### config.mk
export PLATFORM = sky130hd
export DESIGN_NAME = dmac_ot_fill
export DESIGN_NICKNAME = d
export VERILOG_FILES = /design/src/rtl/psx_dmac_pkg.sv /design/src/rtl/dmac_burst_len_calc.sv /design/src/rtl/dmac_ot_fill.sv
export SDC_FILE = /design/constraint.sdc
export NUM_CORES = 1
export LEC_CHECK = 0
export CORE_AREA = 3 3 138 140
export DETAILED_ROUTE_END_ITERATION = 6
export DIE_AREA = 0 0 141 143
export MAX_ROUTING_LAYER = met4
export PLACE_DENSITY = 0.86
export REMOVE_ABC_BUFFERS = 1
export SYNTH_ARGS = -nofsm -noshare
export SYNTH_HDL_FRONTEND = slang
export SYNTH_SLANG_ARGS = --single-unit
### constraint.sdc
create_clock -name CLK -period 10.48 [get_ports CLK]
set_clock_uncertainty 0.05 [all_clocks]
set_input_delay 2.096 -clock CLK [delete_from_list [all_inputs] [get_ports CLK]]
set_output_delay 2.096 -clock CLK [all_outputs]
set_load 0.03 [all_outputs]
### src/rtl/psx_dmac_pkg.sv
// Shared DMAC definitions: channel FSM encoding, BCR block-size field bounds,
// ordering-table terminator and fill-mode selector.
package psx_dmac_pkg;

    typedef enum logic [2:0] {
        ST_IDLE  = 3'd0,
        ST_SETUP = 3'd1,
        ST_REQ   = 3'd2,
        ST_GAP   = 3'd3,
        ST_DONE  = 3'd4
    } dmac_state_e;

    typedef enum logic {
        MODE_OT   = 1'b0,
        MODE_FILL = 1'b1
    } dmac_mode_e;

    localparam int          DMAC_BCR_BLK_SIZE_LSB = 0;
    localparam int          DMAC_BCR_BLK_SIZE_MSB = 15;
    localparam logic [31:0] DMAC_OT_END_DEFAULT   = 32'h00FF_FFFF;
    localparam logic [1:0]  DMAC_BUS_SIZE_WORD    = 2'd2;

    // OT entries point at the next-lower entry; only 24 address bits are kept.
    function automatic logic [31:0] ot_link_word(input logic [29:0] prev_word_addr);
        return {8'h00, prev_word_addr[21:0], 2'b00};
    endfunction

endpackage

### src/rtl/dmac_burst_len_calc.sv
// Beats in the next burst: limited by words remaining and by the distance to
// the next BURST_LEN-word aligned boundary.
module dmac_burst_len_calc #(
    parameter int BURST_LEN = 16,
    parameter int CNT_W     = 16,
    localparam int OFS_W    = (BURST_LEN > 1) ? $clog2(BURST_LEN) : 1
) (
    input  logic [OFS_W-1:0] addr_lo,
    input  logic [CNT_W:0]   remaining,
    output logic [4:0]       len
);
    localparam int RW = CNT_W + 1;

    logic [5:0] room;

    always_comb begin
        room = 6'(BURST_LEN - (int'(addr_lo) % BURST_LEN));
        if (remaining < RW'(room))
            len = 5'(remaining);
        else
            len = 5'(room);
    end

endmodule

### src/rtl/dmac_ot_fill.sv
// DMAC channel-6 engine: writes a reverse-linked ordering table or a constant
// word over a RAM region in one ascending pass of aligned bursts.
module dmac_ot_fill
    import psx_dmac_pkg::*;
#(
    parameter int          BURST_LEN = 16,
    parameter int          CNT_W     = DMAC_BCR_BLK_SIZE_MSB - DMAC_BCR_BLK_SIZE_LSB + 1,
    parameter logic [31:0] OT_END    = DMAC_OT_END_DEFAULT
) (
    input  logic        CLK,
    input  logic        RST_ASYNC,
    input  logic        EN,
    input  logic [31:0] CFG_DMAC_MADR_IN,
    input  logic [31:0] CFG_DMAC_BCR_IN,
    input  logic        CFG_MODE_IN,
    input  logic [31:0] CFG_FILL_DATA_IN,
    input  logic        CFG_DMAC_CHCR_TR_IN,
    input  logic        CFG_ABORT_IN,
    output logic        CFG_DMAC_CHCR_TR_CLR_OUT,
    output logic        DONE_IRQ_OUT,
    output logic        BUSY_OUT,
    output logic [31:0] BUS_START_ADDR_OUT,
    output logic        BUS_READ_REQ_OUT,
    output logic        BUS_WRITE_REQ_OUT,
    input  logic        BUS_WRITE_ACK_IN,
    input  logic        BUS_LAST_ACK_IN,
    input  logic        BUS_READ_ACK_IN,
    input  logic [31:0] BUS_READ_DATA_IN,
    output logic [1:0]  BUS_SIZE_OUT,
    output logic [4:0]  BUS_LEN_OUT,
    output logic        BUS_BURST_ADDR_INC_OUT,
    output logic [31:0] BUS_WRITE_DATA_OUT
);
    localparam int RW    = CNT_W + 1;
    localparam int OFS_W = (BURST_LEN > 1) ? $clog2(BURST_LEN) : 1;

    dmac_state_e state;
    dmac_mode_e  mode_q;
    logic [29:0] addr_q;
    logic [RW-1:0] rem_q;
    logic [31:0] fill_q;
    logic        abort_q;

    logic [RW-1:0] n_words;
    logic [29:0]   s_word;
    logic [29:0]   calc_addr;
    logic [RW-1:0] calc_rem;
    logic [4:0]    len_c;

    logic unused_inputs;
    assign unused_inputs = ^{BUS_READ_ACK_IN, BUS_READ_DATA_IN,
                             CFG_DMAC_BCR_IN[31:CNT_W], CFG_DMAC_MADR_IN[1:0]};

    assign BUS_READ_REQ_OUT       = 1'b0;
    assign BUS_SIZE_OUT           = DMAC_BUS_SIZE_WORD;
    assign BUS_BURST_ADDR_INC_OUT = 1'b1;

    // A zero count means a full 2^CNT_W words; the run ends at the head entry.
    assign n_words = (CFG_DMAC_BCR_IN[CNT_W-1:0] == '0) ? {1'b1, {CNT_W{1'b0}}}
                                                        : {1'b0, CFG_DMAC_BCR_IN[CNT_W-1:0]};
    assign s_word  = CFG_DMAC_MADR_IN[31:2] - 30'(n_words - RW'(1));

    // In SETUP the counters are still loading, so size the first burst from the config directly.
    assign calc_addr = (state == ST_SETUP) ? s_word  : addr_q;
    assign calc_rem  = (state == ST_SETUP) ? n_words : rem_q;

    dmac_burst_len_calc #(
        .BURST_LEN (BURST_LEN),
        .CNT_W     (CNT_W)
    ) u_len (
        .addr_lo   (calc_addr[OFS_W-1:0]),
        .remaining (calc_rem),
        .len       (len_c)
    );

    always_ff @(posedge CLK or posedge RST_ASYNC) begin
        if (RST_ASYNC) begin
            state                    <= ST_IDLE;
            mode_q                   <= MODE_OT;
            addr_q                   <= '0;
            rem_q                    <= '0;
            fill_q                   <= '0;
            abort_q                  <= 1'b0;
            CFG_DMAC_CHCR_TR_CLR_OUT <= 1'b0;
            DONE_IRQ_OUT             <= 1'b0;
            BUSY_OUT                 <= 1'b0;
            BUS_START_ADDR_OUT       <= '0;
            BUS_WRITE_REQ_OUT        <= 1'b0;
            BUS_LEN_OUT              <= '0;
            BUS_WRITE_DATA_OUT       <= '0;
        end else if (EN) begin
            CFG_DMAC_CHCR_TR_CLR_OUT <= 1'b0;
            DONE_IRQ_OUT             <= 1'b0;
            case (state)
                ST_IDLE: begin
                    abort_q <= 1'b0;
                    if (CFG_DMAC_CHCR_TR_IN) begin
                        state    <= ST_SETUP;
                        BUSY_OUT <= 1'b1;
                    end
                end
                ST_SETUP: begin
                    addr_q             <= s_word;
                    rem_q              <= n_words;
                    mode_q             <= dmac_mode_e'(CFG_MODE_IN);
                    fill_q             <= CFG_FILL_DATA_IN;
                    abort_q            <= CFG_ABORT_IN;
                    BUS_WRITE_DATA_OUT <= CFG_MODE_IN ? CFG_FILL_DATA_IN : OT_END;
                    BUS_LEN_OUT        <= len_c;
                    BUS_START_ADDR_OUT <= {s_word, 2'b00};
                    BUS_WRITE_REQ_OUT  <= 1'b1;
                    state              <= ST_REQ;
                end
                ST_REQ: begin
                    if (CFG_ABORT_IN)
                        abort_q <= 1'b1;
                    // Only the first beat is the terminator, so later beats link to addr_q.
                    if (BUS_WRITE_ACK_IN) begin
                        addr_q             <= addr_q + 30'd1;
                        rem_q              <= rem_q - RW'(1);
                        BUS_WRITE_DATA_OUT <= (mode_q == MODE_FILL) ? fill_q : ot_link_word(addr_q);
                    end
                    if (BUS_LAST_ACK_IN) begin
                        BUS_WRITE_REQ_OUT <= 1'b0;
                        state             <= ST_GAP;
                    end
                end
                ST_GAP: begin
                    if (rem_q != '0 && !abort_q) begin
                        BUS_LEN_OUT        <= len_c;
                        BUS_START_ADDR_OUT <= {addr_q, 2'b00};
                        BUS_WRITE_REQ_OUT  <= 1'b1;
                        state              <= ST_REQ;
                    end else begin
                        CFG_DMAC_CHCR_TR_CLR_OUT <= 1'b1;
                        DONE_IRQ_OUT             <= !abort_q;
                        state                    <= ST_DONE;
                    end
                end
                ST_DONE: begin
                    BUSY_OUT <= 1'b0;
                    state    <= ST_IDLE;
                end
                default: state <= ST_IDLE;
            endcase
        end
    end

endmodule

**After elaboration in Yosys (flattened, before gate mapping)**

Index checks and enable logic that the tools add are counted.
Widths: inputs -> output; s select.

- Add/sub/neg operators: 5
- Magnitude comparators: 1
- Eq/ne operators: 9
- Muxes and demuxes: 31
- Reductions and logical operators: 17

Operator list:

| cell | count |
|---|---|
| $mux 32 | 4 |
| $pmux 32 s2 | 2 |
| $pmux 30 s2 | 1 |
| $mux 17 | 3 |
| $pmux 17 s2 | 1 |
| $add 30x1->30 const B | 1 |
| $mux 30 | 1 |
| $sub 30x30->30 | 1 |
| $sub 17x1->18 const B | 1 |
| $lt 17x6->1 | 1 |
| $reduce_bool 17->1 | 1 |
| $sub 17x1->17 const B | 1 |
| $logic_not 16->1 | 1 |
| $reduce_and 3->1 | 5 |
| $pmux 3 s4 | 1 |
| $mux 5 | 2 |
| $ne 2x2->1 const B | 5 |
| $pmux 5 s2 | 1 |
| $mux 3 | 3 |
| $mux 1 | 8 |
| $eq 3x2->1 const B | 2 |
| $pmux 1 s3 | 2 |
| $reduce_bool 2->1 | 3 |
| $reduce_bool 3->1 | 2 |
| 10 further kinds | 10 |

- Register bits: 157
- Input port bits: 137
- Output and inout bits: 77
- Word-level logic and storage cells: 76

**Longest topological paths before layout**

- Depth in word-level cells: 10
- Gate-level depth with buffers: 18
- Depth with buffers taken out: 18

**Modules after synthesis**

Synthesis repeated with hierarchy kept, for this count alone.

- Cell total of the unflattened synthesis: 1300
- Area total of the unflattened synthesis: 10271.1 um2

By module, submodules not included:

| module | times used | cells each | area an instance (um2) | seq. area each (um2) |
|---|---|---|---|---|
| dmac_ot_fill | 1 | 1269 | 10005.8 | 3878.7 |
| dmac_burst_len_calc | 1 | 31 | 265.3 | 0.0 |

**Worst setup path after synthesis**

OpenSTA, ideal clock, no wires.

- Path type: input-to-reg
- Start: in CFG_DMAC_BCR_IN[6]
- End: reg addr_q[26]
- Setup time: 0.139 ns
- Data arrival time: 6.009 ns
- Data required time: 10.291 ns
- Slack: 4.283 ns
- Stages on the path: 18
- Buffers on the path: 1
- Cell sequence: or4_1 -> nor4_4 -> nand3_2 -> o21ai_0 -> nand2_1 -> nor3_1 -> nand2b_1 -> xor2_1 -> ha_1 -> clkbuf_1 -> and4_1 -> nand3_1 -> nor2b_1 -> o2111a_1 -> nor4_1 -> o31ai_1 -> nor4b_1 -> or4_1

- Word-level cells in the longest chain between the ends: 5

RTL lines:

| what | RTL line | source |
|---|---|---|
| start: declaration | dmac_ot_fill.sv:14 | `input logic [31:0] CFG_DMAC_BCR_IN,` |
| $logic_not 16->1 | dmac_ot_fill.sv:59 | `assign n_words = (CFG_DMAC_BCR_IN[CNT_W-1:0] == '0) ? {1'b1, {CNT_W{1'b0}}}` |
| $mux 17 (*) | dmac_ot_fill.sv:59 |  |
| $sub 17x1->18 (*) | dmac_ot_fill.sv:61 | `assign s_word = CFG_DMAC_MADR_IN[31:2] - 30'(n_words - RW'(1));` |
| $sub 30x30->30 (*) | dmac_ot_fill.sv:61 |  |
| $pmux 30 s2 (*) | dmac_ot_fill.sv:94 | `case (state)` |
| end signal: assignment | dmac_ot_fill.sv:103 | `addr_q <= s_word;` |
| end signal: assignment | dmac_ot_fill.sv:119 | `addr_q <= addr_q + 30'd1;` |
| end: declaration | dmac_ot_fill.sv:39 | `logic [29:0] addr_q;` |

Every way passes the cells marked *; elsewhere a longest branch is shown, timed or not.
A chain may end at the register's enable or synchronous reset.

**Final worst setup path**

- Start: in CFG_DMAC_BCR_IN[11]
- End: reg addr_q[26]

The elaborated chain is that of the path after synthesis.

==> summary.txt <==
Outcome
  – Status: complete, no violations

Drt
  – WL met3: 2077 um
  – Post-DR wirelength/cell: 17.69 um
  – Drt initial violations: 892
  – Drt pass-1 iters: 5
  – Final wirelength: 28210 um
  – DRT antenna net count: 0
  – Remaining DRCs: 0
  – Highest metal used: met4
  – Via Count: 9755
  – Metal-1 WL: 12500 um
  – Met2 WL: 12940 um
  – Vias per inst: 6.116

Final layout
  – Fill cell count: 1502
  – Final design utilization: 68.16%
  – Design area: 12240 um2
  – Share of cells above drive strength 1: 6.154%
  – Finished Layout Cells: 1595
  – Nets: 1528
  – Area Growth Syn to Fin: 22.62%

Synthesis
  – Most frequent cell after synthesis: nand2_1
  – Top cells by count, synth: nand2_1, dfrtp_1, o21ai_0, nor2_1, a21oi_1
  – Unique masters post-synth: 73
  – Synth top area cells: dfrtp_1, nand2_1, o21ai_0
  – Predominant post-synthesis flop cell: dfrtp_1
  – Register bit count reported by yosys: 155
  – Number of warnings issued by yosys: 0
  – Post-synth EDFFs: 0
  – Synth area leader: dfrtp_1
  – Register area share after synthesis: 38.84%
  – Gate count of the mapped netlist: 1242
  – Synth top area share: 38.84%
  – Syn avg cell area: 8.040 um2
  – Async set-or-reset flop fraction in the synthesized netlist: 100.0%
  – Post-Syn Area: 9986 um2

Worst setup path
  – Crit path max-delay cell type: or4_4
  – Family with the most delay on the worst path: simple AND/OR/NAND/NOR gates
  – Largest driver fanout on the critical path: 9
  – R2R setup slack: 5.73 ns
  – CP arrival: 7.35 ns
  – CP endpoint kind: flip-flop
  – Critical Path Source Type: input pin
  – Kind of critical path: in2reg
  – Required time of the critical path: 10.74 ns
  – Crit path cell chain: clkdlybuf4s50_1, or4_4, nor4_4, nand3_2, o21ai_0, nand2_1, nor3_1, nand2b_1, xor2_1, ha_1, and4_1, nand3_1, nor2b_1, o2111a_1, nor4_1, o31ai_1, nor4b_1, or4_1
  – CP peak stage delay: 0.62 ns
  – Buf/Inv on CP: 1

STA
  – Worst Hold Margin: 0.4252 ns
  – RSZ-0062 raised after global routing: false
  – Max Slew Vio Count: 0
  – Worst slew pin tran: 1.084 ns
  – TNS Setup: 0 ns
  – Fin crit share: 67.72%
  – Slew HR: 27.71%
  – Period minus WS final: 7.097 ns
  – Final Hold Fails: 0
  – Fmax: 140.9 MHz
  – Endpoints failing setup: 0

Pwr
  – Clock Power Share: 17.9%
  – NetSw: 1.600 mW
  – Switching Share: 46.13%
  – Peak supply drop: 0.0001858 V
  – Leak: 5.107 nW
  – Seq pwr share: 32.5%
  – Comb pwr share: 49.6%
  – Cell internal pwr: 1.869 mW
  – PD cells: 283.3 nW/um2

Floorplanning
  – Initial core utilization: 55.59%
  – Num rows: 49
  – Die Footprint: 20160 um2
  – Core Region: 17960 um2
  – Die height: 143 um
  – Die extent in x: 141 um
  – # IOs: 214

CTS
  – CTS sink cnt: 155
  – Total CTS buffers: 17
  – Worst-path clk slew: 0.07 ns
  – Cts-stage hold buffer count: 0
  – Insertion delay to the later sink of the worst-skew pair: 0.44 ns
  – CTS Buffer Depth: 2
  – Root buffer cell: clkbuf_16
  – CTS tree: yes
  – Post-CTS Setup Repair Bufs: 0
  – # H-tree levels: 4
  – Post-CTS Resized: 0

Global route
  – Antenna violations before repair: 1
  – Grt ovf: 0
  – Vias in the first global route: 8861
  – First-pass GRT wire length: 45480 um
  – GRT Overall Usage: 28.68%
  – Largest net degree at the start of global routing: 98

Place
  – Placed cell area: 11640 um2
  – Placed Cells: 1562
  – Gpl congestion: 0.9390
  – IO buf count: 156
  – DPL Wire Length: 19870 um

Job
  – Max-Cap Viols: 0

Min path
  – HP Class: reg2reg
==> power by group through the flow <==
stage	sequential (mW)	clock, mW	combinational [mW]
final	1.13	0.622	1.72
after global routing	1.16	0.661	1.89
after CTS	1.12	0.628	1.71
after detailed placement	1.13	0	1.70
after global placement	1.12	0	1.66
after floorplan	1.32	0	0.900
==> logic make-up (layout without fill, tap and decap cells) <==
logic type | Yosys count | in the layout | share of synthesized area (%)
AOI/OAI and AO/OA | 367 | 367 | 22.20
xor gates and xnor gates | 40 | 40 | 3.508
buffers and inverters | 107 | 225 | 4.285
and+or+nand+nor | 507 | 507 | 23.39
adders and majority gates | 39 | 39 | 4.962
muxes | 25 | 25 | 2.731
other | 2 | 8 | 0.07521
DFF | 155 | 155 | 38.84
==> sequential cells by signal, summed over array words and instances, names as in the netlist <==
name	count
fill_q	32
abort_q	1
BUS_WRITE_REQ_OUT	1
state	3
mode_q	1
BUS_LEN_OUT	5
CFG_DMAC_CHCR_TR_CLR_OUT	1
BUSY_OUT	1
addr_q	30
rem_q	17
BUS_START_ADDR_OUT	30
BUS_WRITE_DATA_OUT	32
DONE_IRQ_OUT	1
==> final timing paths <==
path | from | cells after the start | to
max reg2reg | state[1] | 12 | BUS_LEN_OUT[2]
min | fill_q[10] | 2 | fill_q[10]
min reg2reg | fill_q[10] | 2 | fill_q[10]
min in group asynchronous | RST_ASYNC | 2 | BUS_WRITE_DATA_OUT[1]
max in group asynchronous | RST_ASYNC | 4 | rem_q[1]
max | CFG_DMAC_BCR_IN[11] | 18 | addr_q[26]
==> worst reg2reg max path: cells and delay by family (launching register included) <==
kind                       cells  cell delay [ns]
AOI/OAI and AO/OA              5             1.70
xor gates and xnor gates       1             0.30
adders and majority gates      2             0.56
buffers and inverters          2             0.77
DFF                            1             0.64
and+or+nand+nor                2             0.65
==> cell type report <==
| class | count | area, um2 | share of cell area [%] |
|---|---|---|---|
| multi-input cells | 985 | 5729 | 46.79 |
| flip-flops and latches | 155 | 3879 | 31.68 |
| repair buffers | 168 | 1652 | 13.49 |
| clock buffers | 17 | 425.4 | 3.474 |
| well taps | 229 | 286.5 | 2.340 |
| clock inverters | 15 | 171.4 | 1.400 |
| inverters | 25 | 98.84 | 0.8073 |
| diodes | 1 | 2.502 | 0.02044 |
==> routing by layer <==
| metal | up-vias | GRT usage (%) |
|---|---|---|
| li1 | 4659 | - |
| met1 | 4607 | 39.60 |
| met2 | 430 | 43.90 |
| met3 | 59 | 4.555 |
| met4 | 0 | 8.720 |
| met5 | - | - |
==> metrics by stage <==
step	setup slack, ns	power [mW]
6_report	3.383	3.469
5_1_grt	3.063	3.711
4_1_cts	3.440	3.462
3_5_place_dp	3.014	2.831
3_3_place_gp	3.075	2.777
2_1_floorplan	2.728	2.218
==> cell usage in the layout, fill, tap and decap left out, types with 4 or more instances in the layout <==
cell,netlist,final
mux2i_1,7,7
a21o_1,13,13
o22ai_1,28,28
nor2b_1,8,8
mux2_2,18,18
buf_4,6,12
or3_1,10,10
dfrtp_1,155,155
xor2_1,15,15
a31oi_1,13,13
o31ai_1,9,9
nand3b_1,25,25
and3_1,9,9
clkbuf_16,0,17
o21ai_0,123,123
nand4_1,10,10
a211oi_1,4,4
nand2_1,222,221
xnor2_1,25,25
or4_1,5,5
o211ai_1,6,6
a221oi_1,11,11
nand2b_1,4,4
o21a_1,9,9
conb_1,2,7
nand3_1,38,37
a21oi_1,107,107
clkdlybuf4s50_1,0,156
ha_1,38,38
inv_1,25,24
a211o_1,4,4
nor4_1,13,13
nor2_1,108,107
inv_8,0,8
a22oi_1,4,4
and2_1,8,8
nor3_1,32,31
No activity file was read; power rests on OpenSTA's default activity.
